===== src/rtl/retry_qos_scheduler.sv =====
// Retry-buffer replay scheduler: per-class occupancy counters, weighted round-robin
// with credit reload, and an age-based anti-starvation override.
module retry_qos_scheduler #(
   parameter int ENTYR_NUM     = 32,
   parameter int QOS_CLASS_NUM = 4,
   parameter int WEIGHT_W      = 4,
   parameter int STARVE_CYC    = 64,
   localparam int QW = $clog2(QOS_CLASS_NUM),
   localparam int CW = $clog2(ENTYR_NUM) + 1
) (
   input  logic                              clk,
   input  logic                              rst_n,
   input  logic                              wr_en,
   input  logic [QW-1:0]                     qos_in,
   input  logic [QOS_CLASS_NUM*WEIGHT_W-1:0] cfg_weight,
   input  logic                              out_rdy,
   output logic                              wr_acc,
   output logic                              wr_drop,
   output logic [QOS_CLASS_NUM-1:0]          rd_en,
   output logic [QW-1:0]                     qos_out,
   output logic                              gnt_vld,
   output logic                              full,
   output logic [CW-1:0]                     occ
);
   localparam int            AW      = $clog2(STARVE_CYC + 1);
   localparam logic [AW-1:0] AGE_MAX = AW'(STARVE_CYC);
   localparam logic [QW-1:0] LAST    = QW'(QOS_CLASS_NUM - 1);

   logic [CW-1:0]       cnt_q    [QOS_CLASS_NUM];
   logic [CW-1:0]       cnt_d    [QOS_CLASS_NUM];
   logic [WEIGHT_W-1:0] credit_q [QOS_CLASS_NUM];
   logic [WEIGHT_W-1:0] credit_d [QOS_CLASS_NUM];
   logic [AW-1:0]       age_q    [QOS_CLASS_NUM];
   logic [AW-1:0]       age_d    [QOS_CLASS_NUM];
   logic [QW-1:0]       ptr_q, ptr_d;

   logic [QOS_CLASS_NUM-1:0] nonempty, gnt;
   logic [QW-1:0]            gidx, st_idx, cr_idx, rr_idx, scan;
   logic                     st_hit, cr_hit, rr_hit;
   logic [WEIGHT_W-1:0]      cr_left;
   logic [CW-1:0]            occ_sum;

   function automatic logic [QW-1:0] wrap_inc(input logic [QW-1:0] i);
      return (i == LAST) ? '0 : i + 1'b1;
   endfunction

   function automatic logic [AW-1:0] age_sat_inc(input logic [AW-1:0] a);
      return (a == AGE_MAX) ? a : a + 1'b1;
   endfunction

   function automatic logic [WEIGHT_W-1:0] eff_weight(input logic [WEIGHT_W-1:0] w);
      return (w == '0) ? WEIGHT_W'(1) : w;
   endfunction

   always_comb begin
      occ_sum = '0;
      for (int c = 0; c < QOS_CLASS_NUM; c++) occ_sum = occ_sum + cnt_q[c];
   end

   assign occ     = occ_sum;
   assign full    = (occ_sum == CW'(ENTYR_NUM));
   assign wr_acc  = rst_n & wr_en & ~full;
   assign wr_drop = rst_n & wr_en & full;

   always_comb begin
      st_hit   = 1'b0;
      cr_hit   = 1'b0;
      rr_hit   = 1'b0;
      st_idx   = '0;
      cr_idx   = '0;
      rr_idx   = '0;
      gidx     = '0;
      gnt      = '0;
      cr_left  = '0;
      ptr_d    = ptr_q;
      credit_d = credit_q;
      for (int c = 0; c < QOS_CLASS_NUM; c++) nonempty[c] = (cnt_q[c] != '0);
      // Descending scan so the lowest starving index is the one left standing.
      for (int c = QOS_CLASS_NUM - 1; c >= 0; c--) begin
         if (nonempty[c] && age_q[c] == AGE_MAX) begin
            st_hit = 1'b1;
            st_idx = QW'(c);
         end
      end
      scan = ptr_q;
      for (int k = 0; k < QOS_CLASS_NUM; k++) begin
         if (!cr_hit && nonempty[scan] && credit_q[scan] != '0) begin
            cr_hit = 1'b1;
            cr_idx = scan;
         end
         if (!rr_hit && nonempty[scan]) begin
            rr_hit = 1'b1;
            rr_idx = scan;
         end
         scan = wrap_inc(scan);
      end
      if (out_rdy && (|nonempty)) begin
         if (st_hit) begin
            gidx = st_idx;
            if (credit_q[st_idx] != '0) credit_d[st_idx] = credit_q[st_idx] - 1'b1;
         end else if (cr_hit) begin
            gidx             = cr_idx;
            cr_left          = credit_q[cr_idx] - 1'b1;
            credit_d[cr_idx] = cr_left;
            ptr_d            = (cr_left == '0) ? wrap_inc(cr_idx) : cr_idx;
         end else begin
            // Every nonempty class is out of credit: refill all from the live weights.
            for (int c = 0; c < QOS_CLASS_NUM; c++)
               credit_d[c] = eff_weight(cfg_weight[c*WEIGHT_W +: WEIGHT_W]);
            gidx             = rr_idx;
            cr_left          = eff_weight(cfg_weight[int'(rr_idx)*WEIGHT_W +: WEIGHT_W]) - 1'b1;
            credit_d[rr_idx] = cr_left;
            ptr_d            = (cr_left == '0) ? wrap_inc(rr_idx) : rr_idx;
         end
         gnt[gidx] = 1'b1;
      end
   end

   assign rd_en   = gnt;
   assign gnt_vld = |gnt;
   assign qos_out = gidx;

   always_comb begin
      for (int c = 0; c < QOS_CLASS_NUM; c++) begin
         cnt_d[c] = cnt_q[c];
         if (wr_acc && qos_in == QW'(c) && !gnt[c])
            cnt_d[c] = cnt_q[c] + 1'b1;
         else if (gnt[c] && !(wr_acc && qos_in == QW'(c)))
            cnt_d[c] = cnt_q[c] - 1'b1;
         age_d[c] = (gnt[c] || cnt_q[c] == '0) ? '0 : age_sat_inc(age_q[c]);
      end
   end

   always_ff @(posedge clk or negedge rst_n) begin
      if (!rst_n) begin
         ptr_q <= '0;
         for (int c = 0; c < QOS_CLASS_NUM; c++) begin
            cnt_q[c]    <= '0;
            credit_q[c] <= '0;
            age_q[c]    <= '0;
         end
      end else begin
         ptr_q <= ptr_d;
         for (int c = 0; c < QOS_CLASS_NUM; c++) begin
            cnt_q[c]    <= cnt_d[c];
            credit_q[c] <= credit_d[c];
            age_q[c]    <= age_d[c];
         end
      end
   end

endmodule


===== config.mk =====
export PLATFORM = sky130hd
export DESIGN_NAME = retry_qos_scheduler
export DESIGN_NICKNAME = d
export VERILOG_FILES = /design/src/rtl/retry_qos_scheduler.sv
export SDC_FILE = /design/constraint.sdc
export NUM_CORES = 1
export LEC_CHECK = 0
export CAP_MARGIN = 10
export CORE_UTILIZATION = 60
export CTS_CLUSTER_DIAMETER = 40
export DETAILED_ROUTE_END_ITERATION = 7
export GPL_ROUTABILITY_DRIVEN = 0
export GPL_TIMING_DRIVEN = 0
export HOLD_SLACK_MARGIN = 0.08
export PLACE_DENSITY_LB_ADDON = 0.25
export SLEW_MARGIN = 5
export SYNTH_ARGS = -nofsm -noshare
export SYNTH_HDL_FRONTEND = slang
export SYNTH_SLANG_ARGS = --single-unit

===== constraint.sdc =====
create_clock -name clk -period 9.05 [get_ports clk]
set_clock_uncertainty 0.1 [all_clocks]
set_input_delay 2.2625 -clock clk [delete_from_list [all_inputs] [get_ports clk]]
set_output_delay 2.2625 -clock clk [all_outputs]
set_load 0.05 [all_outputs]

**Word-level counts from Yosys, hierarchy flattened**

Cells that the tools add are included.
Widths: inputs -> output; s select.

- Flip-flop bits (word level): 70
- Logic and storage cells: 258
- Output and inout port bits: 16
- Input port bits: 22

- Eq/ne operators: 18
- Shift-type cells: 1
- Magnitude comparators: 16
- Mux-type cells: 97
- Bitwise logic cells: 12
- Reductions and logical operators: 78
- $add $sub $neg: 23

Operators with widths:

| kind | number |
|---|---|
| $mux 4 | 21 |
| $mux 7 | 8 |
| $bmux 4 s2 | 6 |
| $bwmux 16 | 3 |
| $mux 16 | 3 |
| $mux 2 | 24 |
| $mux 6 | 8 |
| $logic_and 1x1->1 | 31 |
| $add 7x1->7 const B | 4 |
| $eq 7x7->1 const B | 4 |
| $logic_not 4->1 | 7 |
| $add 6x1->6 const B | 4 |
| $demux 4 s2 | 3 |
| $logic_not 6->1 | 4 |
| $reduce_bool 6->1 | 4 |
| $sub 6x1->6 const B | 4 |
| $ge 3x3->1 const B | 7 |
| $not 2->3 | 7 |
| $reduce_bool 4->1 | 5 |
| $add 6x6->6 | 3 |
| $mux 1 | 16 |
| $shiftx 16x5->4 | 1 |
| $lt 2x3->1 const B | 5 |
| $eq 2x2->1 const B | 7 |
| other kinds (18) | 56 |

**Depth between registers and ports, before layout**

Gate-level depths: netlist of run 1.

- Word-level depth: 30
- Depth in mapped cells: 25
- Gate-level depth less buffers: 25

**Least setup slack after synthesis of run 1**

Ideal clock, no wire load.

- Path type: register -> output
- Start: reg cnt_q[1] (netlist name)
- End: out wr_acc
- Path buffers: 0
- Path slack: 1841 ps
- Cell stages (with the launch flop): 12
- Required time: 6688 ps
- Arrival: 4847 ps
- Cell sequence: dfrtp_1 inv_1 fa_1 fa_1 inv_1 ha_1 inv_1 fa_1 xnor2_1 or4_1 nor3_1 nor2_1

- Longest elaborated chain between the ends: 4

RTL lines:

| item | line | text |
|---|---|---|
| start: declaration | 29 | `logic [CW-1:0] cnt_q [QOS_CLASS_NUM];` |
| start signal: indexed assignment | 145 | `cnt_q[c] <= cnt_d[c];` |
| $add 6x6->6 | 57 | `for (int c = 0; c < QOS_CLASS_NUM; c++) occ_sum = occ_sum + cnt_q[c];` |
| via occ[3] | 23 | `output logic [CW-1:0] occ` |
| $eq 6x6->1 | 61 | `assign full = (occ_sum == CW'(ENTYR_NUM));` |
| via full | 22 | `output logic full,` |
| $not 1->1 | 62 | `assign wr_acc = rst_n & wr_en & ~full;` |
| $and 1x1->1 | 62 |  |
| end: declaration | 17 | `output logic wr_acc,` |

The timed path passes the listed nets, and every way through them passes these cells.

**Worst setup path after layout of run 1**

- Start: reg cnt_q[0] (netlist name)
- End: out rd_en[2]

- Longest elaborated chain between the ends: 25
- Elaborated cells on any way between the ends: 60
- Classes of those cells: 2 x order compare; 37 x mux; 21 x reduce/logical

RTL lines:

| item | line | text |
|---|---|---|
| $reduce_bool 6->1 (*) | 77 | `for (int c = 0; c < QOS_CLASS_NUM; c++) nonempty[c] = (cnt_q[c] != '0);` |
| $bmux 1 s2 | 87, 91 |  |
| $mux 1 (implied by the code) | 87, 91 |  |
| $logic_and 1x1->1 | 87 | `if (!cr_hit && nonempty[scan] && credit_q[scan] != '0) begin` |
| $mux 1 | 87 |  |
| $logic_not 1->1 | 87 |  |
| $logic_and 1x1->1 (2 in a row) | 87 |  |
| $mux 1 | 87 |  |
| [... 8 more ...] | -- |  |
| $mux 2 | 101 | `end else if (cr_hit) begin` |
| $mux 2 | 98 | `if (st_hit) begin` |
| $mux 2 | 97 | `if (out_rdy && (\|nonempty)) begin` |
| $lt 2x3->1 (implied by the code) or $ge 2x1->1 (tied branches) | 115 | `gnt[gidx] = 1'b1;` |
| $logic_and 1x1->1 (implied by the code) | 115 |  |
| $mux 1 (implied by the code) | 115 |  |
| $demux 1 s2 | 115 |  |
| $mux 4 (*) | 97 |  |
| end: declaration | 19 | `output logic [QOS_CLASS_NUM-1:0] rd_en,` |

Every way passes the cells marked *; elsewhere a longest branch is shown, timed or not. The select of a mux whose other input is x is not followed.

==> results of run 1 <==
## through the flow
| stage | util, % | setup slack [ns] |
|---|---|---|
| floorplan | - | 1.84 |
| detailed placement | 68.5 | 2.08 |
| global route | 70.3 | 1.61 |
| CTS | 70.2 | 1.64 |
| finish | 70.3 | 1.74 |
| global placement | 68.3 | 0.0678 |
## critical path, stage by stage (launching register included)
cell and delay (ns):
sky130_fd_sc_hd__dfrtp_1 0.51, sky130_fd_sc_hd__nor4_2 0.68, sky130_fd_sc_hd__and2_1 0.34, sky130_fd_sc_hd__mux4_2 0.36
sky130_fd_sc_hd__nor2_1 0.10, sky130_fd_sc_hd__nor3_1 0.58, sky130_fd_sc_hd__clkbuf_2 0.31, sky130_fd_sc_hd__a21oi_1 0.10
sky130_fd_sc_hd__a21oi_1 0.39, sky130_fd_sc_hd__nand2_1 0.28, sky130_fd_sc_hd__inv_1 0.11, sky130_fd_sc_hd__clkdlybuf4s50_1 0.80
## kinds of logic (layout without fill, tap and decap cells)
group                      count (synthesis)  count (layout)
and+or+nand+nor                          253             253
AOI/OAI and AO/OA                        169             169
DFF                                       70              70
buffers and inverters                     69             124
xor gates and xnor gates                  63              63
adders and majority gates                 59              59
muxes                                     32              32
## cell usage after synthesis, drive strengths merged, types with 4 or more instances
cell | n | area share, %
nor4 | 12 | 1.4
ha | 45 | 9.0
a221oi | 4 | 0.56
dfrtp | 70 | 28
xnor2 | 38 | 5.7
mux2i | 10 | 1.6
clkbuf | 14 | 0.84
o211ai | 8 | 1.0
xor2 | 25 | 3.5
nor2 | 87 | 5.5
o22ai | 11 | 1.2
nor2b | 4 | 0.40
a31oi | 10 | 1.0
a211oi | 12 | 1.6
fa | 14 | 4.5
inv | 51 | 3.1
or3 | 7 | 0.70
o21ai | 22 | 1.8
a211o | 6 | 0.84
nand2b | 7 | 0.70
and3 | 10 | 1.0
buf | 4 | 0.30
o31ai | 7 | 0.92
a21oi | 43 | 3.4
and2 | 8 | 0.80
mux2 | 17 | 3.1
nor3 | 16 | 1.4
nand2 | 65 | 3.9
a21o | 12 | 1.4
nand4 | 5 | 0.50
nand3 | 14 | 1.1
or2 | 6 | 0.64
mux4 | 5 | 1.8
or4 | 4 | 0.60
## flip-flops by register name (all words and copies together) (netlist names)
name and count:
ptr_q 2, credit_q 16, cnt_q 24, age_q 28
## final timing paths
path	start	end	slack [ns]	cells after the start
max in group asynchronous	rst_n	credit_q[2]	6.54	2
worst min-delay path	cnt_q[5]	cnt_q[5]	0.43	1
min in group asynchronous	rst_n	cnt_q[12]	1.74	1
worst max register to register	cnt_q[0]	cnt_q[11]	3.41	19
worst min register to register	cnt_q[5]	cnt_q[5]	0.43	1
worst max-delay path	cnt_q[0]	rd_en[2]	1.74	11
## layout make-up
class	count	area share, %
buffer	18	1.02
clock buffer	11	2.02
clock inverter	5	0.501
inverter	51	2.77
multi-input combinational	576	60.7
sequential	70	25.0
tap	133	2.38
timing repair buffer	39	5.62
## per-layer routing
| metal | part of all wire, % | vias up | global-route usage [%] | wire (um) |
|---|---|---|---|---|
| met4 | 3.1 | 0 | 13.0 | 525 |
| met3 | 7.7 | 66 | 5.83 | 1290 |
| li1 | - | 2667 | - | - |
| met5 | 0 | - | 0 | 0 |
| met2 | 46 | 297 | 49.9 | 7750 |
| met1 | 43 | 2881 | 42.0 | 7120 |
==> run summary, run 1 <==
The cell count after synthesis was 715. The run gives 0 as the count of final max-slew check failures. No sink is reached through more buffers than the 2 on the longest clock path. The total global-route track usage is 31.3%, and the total wirelength of the detailed-routed design is 16700 um. Dividing the detail-routed via count by the number of cells gives 6.55. Hold timing on the final database bottoms out at a slack of 0.427 ns. Number of maximum-capacitance constraint violations: 0. Synthesis produced a netlist with a net count of 796. Of all flip-flops after synthesis, the portion carrying an async set or reset was 100%.

The die covers 10800 um^2. The initial utilization of the core area, before any placement, comes to 62.9%. Of all nets on the critical path, the largest fanout is 6. The logs give 70 for the total clock sinks and 0 for the yosys synthesis warning count. The count of nets left with antenna violations once routing finished came out at 0. Pin placement for this block handled 38 I/O pins.

Counting flops with a built-in enable in the synthesized netlist gives 0. The critical path is of the reg -> out type. The main combinational cell family by area after synthesis was simple AND/OR/NAND/NOR gates.

Area fraction in compound gates after synthesis: 18.9%. The maximum level of the CTS H-tree is 3, and the setup TNS after final layout is 0 ns. The proportion of synthesized area in mux cells is 6.51%, and the final routed wire length divided by cell count is 18.5 um. Clock-pin slew was measured on the worst setup and hold paths at 0.09 ns. The number of antenna violations at the first check in global routing was 0. The average instance in the mapped netlist occupies 8.76 um^2. Setup repair after global routing left no endpoint under its margin. After Yosys synthesis, XOR and XNOR cells account for 9.23% of the synthesized area.

After the flow finishes, the layout carries non-filler instances totaling 903. The vertical die dimension was 104 um; the via count of the routed design was 5911. The tools report the post-synth design cell area as 6260 um^2.

The flow ran to the end, but the final reports show violations. The worst hold path belongs to the class reg -> reg. The via count of the first global-routing pass is 5655, and the fraction of final layout cells sized beyond drive strength 1 is 8.31%. The cell sitting at the root of the clock tree is a sky130_fd_sc_hd__clkbuf_8. For the share of synthesized area occupied by flip-flops and latches, the log shows 28.0%.

The synthesized design contains 70 register bits. The die width was 104 um; the core region area was 9950 um^2. The total congestion overflow is 0, and the total of cells resized after clock tree synthesis is 0. The logs give 7000 um^2 for the final instance area and 36 for the count of standard-cell rows. Once the clock tree was built, the setup fixing pass inserted 0 buffers. The category of the worst setup path launch point is a flip-flop. The register area came out at 1750 um^2. The number of design rule violations left after detail routing is 1. The post-synthesis cell type count is 76. The fraction of the cycle the final worst path needs came out at 80.8%.

Leaving out fill and tap cells, the most frequent cells in the layout are 85 x sky130_fd_sc_hd__nor2_1, 70 x sky130_fd_sc_hd__dfrtp_1, 65 x sky130_fd_sc_hd__nand2_1. The detailed router finished its first iteration with 686 violations. The run gives 0 as the number of hold violations in the final report. For the worst-skew pair, the clock arrives at the later sink with an insertion delay of 0.37 ns. The total half-perimeter wirelength after legalization and detailed placement came out at 12900 um. The final layout contains 846 nets. TritonCTS built the clock tree. The highest clock frequency the design can meet is 0.137 GHz. After Yosys synthesis, and, or, nand and nor cells account for 19.7% of the synthesized area.

In this run the cell area measured after placement is 6820 um^2. The first-pass detailed-route iteration total is 7. In the synthesized netlist the dominant register cell turns out to be sky130_fd_sc_hd__dfrtp_1. STA puts the critical path data required time at 6.69 ns. The area growth from synthesis to layout is 11.8%.

Once placement completed, the tool counted placed cells totaling 886. Footprint of the multi-input gates: 4240 um^2. At the pin with the least slew margin, the transition time is 1.21 ns. The tightest slew margin relative to the limit is 18.6%, and the minimum period implied by the final worst setup slack is 7.31 ns.

The tools report the capturing element type of the critical path as a primary output. Entering global routing, the biggest net connects 38 pins. The final reports fail on DRC. Data on the critical path arrives at its endpoint at 4.95 ns.

The first global-routing pass estimated 27100 um of wire. The number of antenna diodes in the final layout is 0. The run gives 0 as the number of buffers added to fix hold violations after cts. The count of buffers from port buffering was 37. Summing the areas of all fa, ha and maj instances in the mapped netlist gives 13.5% of the synthesized area. After filler insertion, the fill cell instance count of the layout stands at 778. For the number of setup violations in the final report, the log shows 0.

Leaving out fill and tap cells, the most frequent cell in the layout is sky130_fd_sc_hd__nor2_1. The number of clock buffers added by TritonCTS is 9.
Power of run 1 is not shown: default switching activity piles up to over one toggle a cycle in this logic, so the estimate is an artifact.
==> run 2, diff against run 1 <==
==> constraint.sdc (replaced) <==
create_clock -name clk -period 7.4 [get_ports clk]
set_clock_uncertainty 0.1 [all_clocks]
set_input_delay 1.85 -clock clk [delete_from_list [all_inputs] [get_ports clk]]
set_output_delay 1.85 -clock clk [all_outputs]
set_load 0.05 [all_outputs]
==> results of run 2 <==
Same layout as run 1 (identical final DEF). Status: finished, violations left: DRC.
Main changes from that run: setup slack after placement 2.08 ns -> 0.843 ns; setup slack after layout 1.74 ns -> 0.503 ns; register-to-register setup slack 3.41 ns -> 1.76 ns
Power of run 2 is left out for the same reason.
==> RTL edit: new RTL, config.mk and constraints of run 2 <==
The parameter `ENTYR_NUM` goes from 32 to 64.
--- a/src/rtl/retry_qos_scheduler.sv
+++ b/src/rtl/retry_qos_scheduler.sv
@@ -2,5 +2,5 @@
 // with credit reload, and an age-based anti-starvation override.
 module retry_qos_scheduler #(
-   parameter int ENTYR_NUM     = 32,
+   parameter int ENTYR_NUM     = 64,
    parameter int QOS_CLASS_NUM = 4,
    parameter int WEIGHT_W      = 4,
Ports: changed (resized occ); port bits go from 38 to 39. The function was not compared with the original's and may differ.
==> RTL edit against run 2 <==
- the flow still finishes with violations (DRC)
- design area is 11% higher
- synthesized cell count is 7.8% higher
- final cell count is 7.0% higher
- sequential cell count is 4 higher
- count of clock-buffer cells in the layout is 1 higher
- worst setup slack better by 0.20 ns
- area after synthesis is 9.7% higher
- routed wire length is 7.0% higher
- critical path depth stayed put
- critical endpoint is now rd_en[1]
- largest cell class unchanged
Power is left out: the tool's default activity adds up to more than one toggle a clock period on the data nets, which glitch-free logic cannot reach.
==> RTL edit: results (changes against run 2) <==
Run status
  – Status: finished with violations
  – Failing checks: DRC

GRT
  – Largest net degree at the start of global routing: 59 (+55%)
  – Vias in the first global route: 6038 (+6.8%)
  – Number of antenna violations at the first check in global routing: 0 (unchanged)
  – Gr usage total: 32.0% (+0.71 points)
  – First-pass GRT wire length: 29100 um (+7.4%)

Cells and area
  – # nets final: 912 (+7.8%)
  – Layout fillers: 870 (+12%)
  – Layout cells sized above 1: 7.87% (-0.44 points)
  – # diodes: 0 (unchanged)
  – Top Registers: age_q (28), cnt_q (28), credit_q (16)
  – Layout Cells excl Fill: 966 (+7.0%)

Critical path
  – RR Endpoint: cnt_q[6]
  – CP top delay family: simple AND/OR/NAND/NOR gates
  – Critical-path top delay cell: clkdlybuf4s50_1
  – Max incr delay on CP: 0.80 ns (about the same)
  – RR Startpoint: cnt_q[9]
  – Max FO, Critical Path: 10 (+4)
  – Worst path arrival time: 4.75 ns (-0.20 ns)
  – Reg2reg setup slack: 1.66 ns (-0.10 ns)
  – FF-to-FF path depth: 23 (+4)

STA
  – Worst Tran Pin Value: 1.22 ns (+0.00777 ns)
  – Hold Slack: 0.448 ns (+0.0203 ns)

Yosys
  – Top_reg_cell synth: dfrtp_1
  – Post-synthesis adder-cell area fraction: 14.3% (+0.85 points)
  – Post-synthesis mux area share: 7.96% (+1.4 points)
  – Ys Warns: 0 (unchanged)
  – Mapped Nets: 862 (+8.3%)
  – Synth cell count leaders: 83 x nor2_1, 79 x inv_1, 74 x dfrtp_1
  – Synth top area cells: dfrtp_1 27%, ha_1 9.7%, xnor2_1 5.9%
  – Yosys cell types: 74 (-2.6%)
  – Synthesized instance count: 771 (+7.8%)
  – Compound-cell area share of the yosys netlist: 17.8% (-1.1 points)
  – Seq/Total Area, Yosys: 27.0% (-1.0 points)
  – Post-synth ARST share: 100% (unchanged)
  – Post-Synth XOR/XNOR Area: 8.29% (-0.95 points)

Place
  – Pre-CTS setup slack: 1.09 ns (+0.249 ns)
  – Post-DP HPWL: 13700 um (+6.7%)
  – Inst Count DP: 950 (+7.2%)
  – Number of buffers added on ports: 38 (+2.7%)

CTS
  – Clk buf depth: 2 (unchanged)
  – Post-CTS Setup Repair Bufs: 0 (unchanged)
  – TritonCTS Buffers: 9 (unchanged)
  – Clock Pin Slew Worst Setup and Hold Paths: 0.05 ns (-0.04 ns)
  – Htree depth: 3 (unchanged)
  – Post-cts repair resize count: 0 (unchanged)
  – Clk_lat worst skew: 0.35 ns (-0.02 ns)
  – Root buffer cell: clkbuf_16

Routing
  – Initial DRC Count: 504 (-27%)
  – Vias: 6131 (+3.7%)
  – Post-route DRC violation count: 2 (+1)
  – Detailed-route wire length: 17800 um (+7.0%)
  – Drt pass-1 iters: 8 (+1)

Worst hold path
  – WHS Endpoint: age_q[13]
  – Hold depth: 2 (+1)
  – Hold Path Class: reg2reg
  – Hold path startpoint: age_q[13]
## RTL edit: layer usage
| metal | vias to the layer above | share of wire, % | GRT usage (%) |
|---|---|---|---|
| met5 | - | 0 | 0 |
| met4 | 0 | 4.0 | 14.5 |
| met3 | 76 | 7.4 | 7.11 |
| met2 | 315 | 47 | 52.4 |
| met1 | 2914 | 42 | 40.3 |
| li1 | 2826 | - | - |
## RTL edit: cell families (layout without fill, tap and decap cells)
kind of cell / count (synthesis) / count (layout)
simple gates: 242 / 242
compound gates: 179 / 179
buf+inv: 101 / 156
flops: 74 / 74
fa+ha+maj: 69 / 69
xor+xnor: 65 / 65
mux: 41 / 41
## RTL edit: cell type report
class	instances	area share, %
multi-input combinational	596	59.3
sequential	74	23.9
timing repair buffer	39	5.23
inverter	79	3.82
clock buffer	12	3.18
tap	140	2.26
buffer	22	1.66
clock inverter	4	0.662
## RTL edit: how the worst max path moves through the flow
stage                      start  cells past startpoint  slack, ns       end
global route            cnt_q[9]                     13       0.49   wr_drop
global placement           rst_n                      4      -0.74    wr_acc
detailed placement      cnt_q[9]                     13       1.09   wr_drop
CTS                     cnt_q[9]                     13       0.71   wr_drop
floorplan               cnt_q[8]                     22       0.77  cnt_q[6]
finish              credit_q[12]                     11       0.70  rd_en[1]
## RTL edit: per-stage QoR
stage / TNS [ns] / area, um2
global route: 0 / 7750
finish: 0 / 7750
floorplan: 0 / 6880
global placement: -2.05 / 7430
CTS: 0 / 7750
detailed placement: 0 / 7460
## RTL edit: worst reg2reg max path, cell delays in order, from the launching register on
cell and delay (ns):
dfrtp_1 0.47, inv_1 0.11, fa_1 0.50, fa_1 0.57, inv_1 0.06, ha_1 0.29, a21o_1 0.18, a21oi_1 0.25
o21bai_1 0.10, a21oi_1 0.19, xnor2_1 0.13, nor4_2 0.49, nor2_1 0.17, and3_1 0.23, ha_1 0.24, inv_1 0.19
ha_1 0.30, a21oi_1 0.16, o21bai_1 0.11, a21o_1 0.20, a21oi_1 0.23, xnor2_1 0.15, nor2_1 0.06, xor2_1 0.13
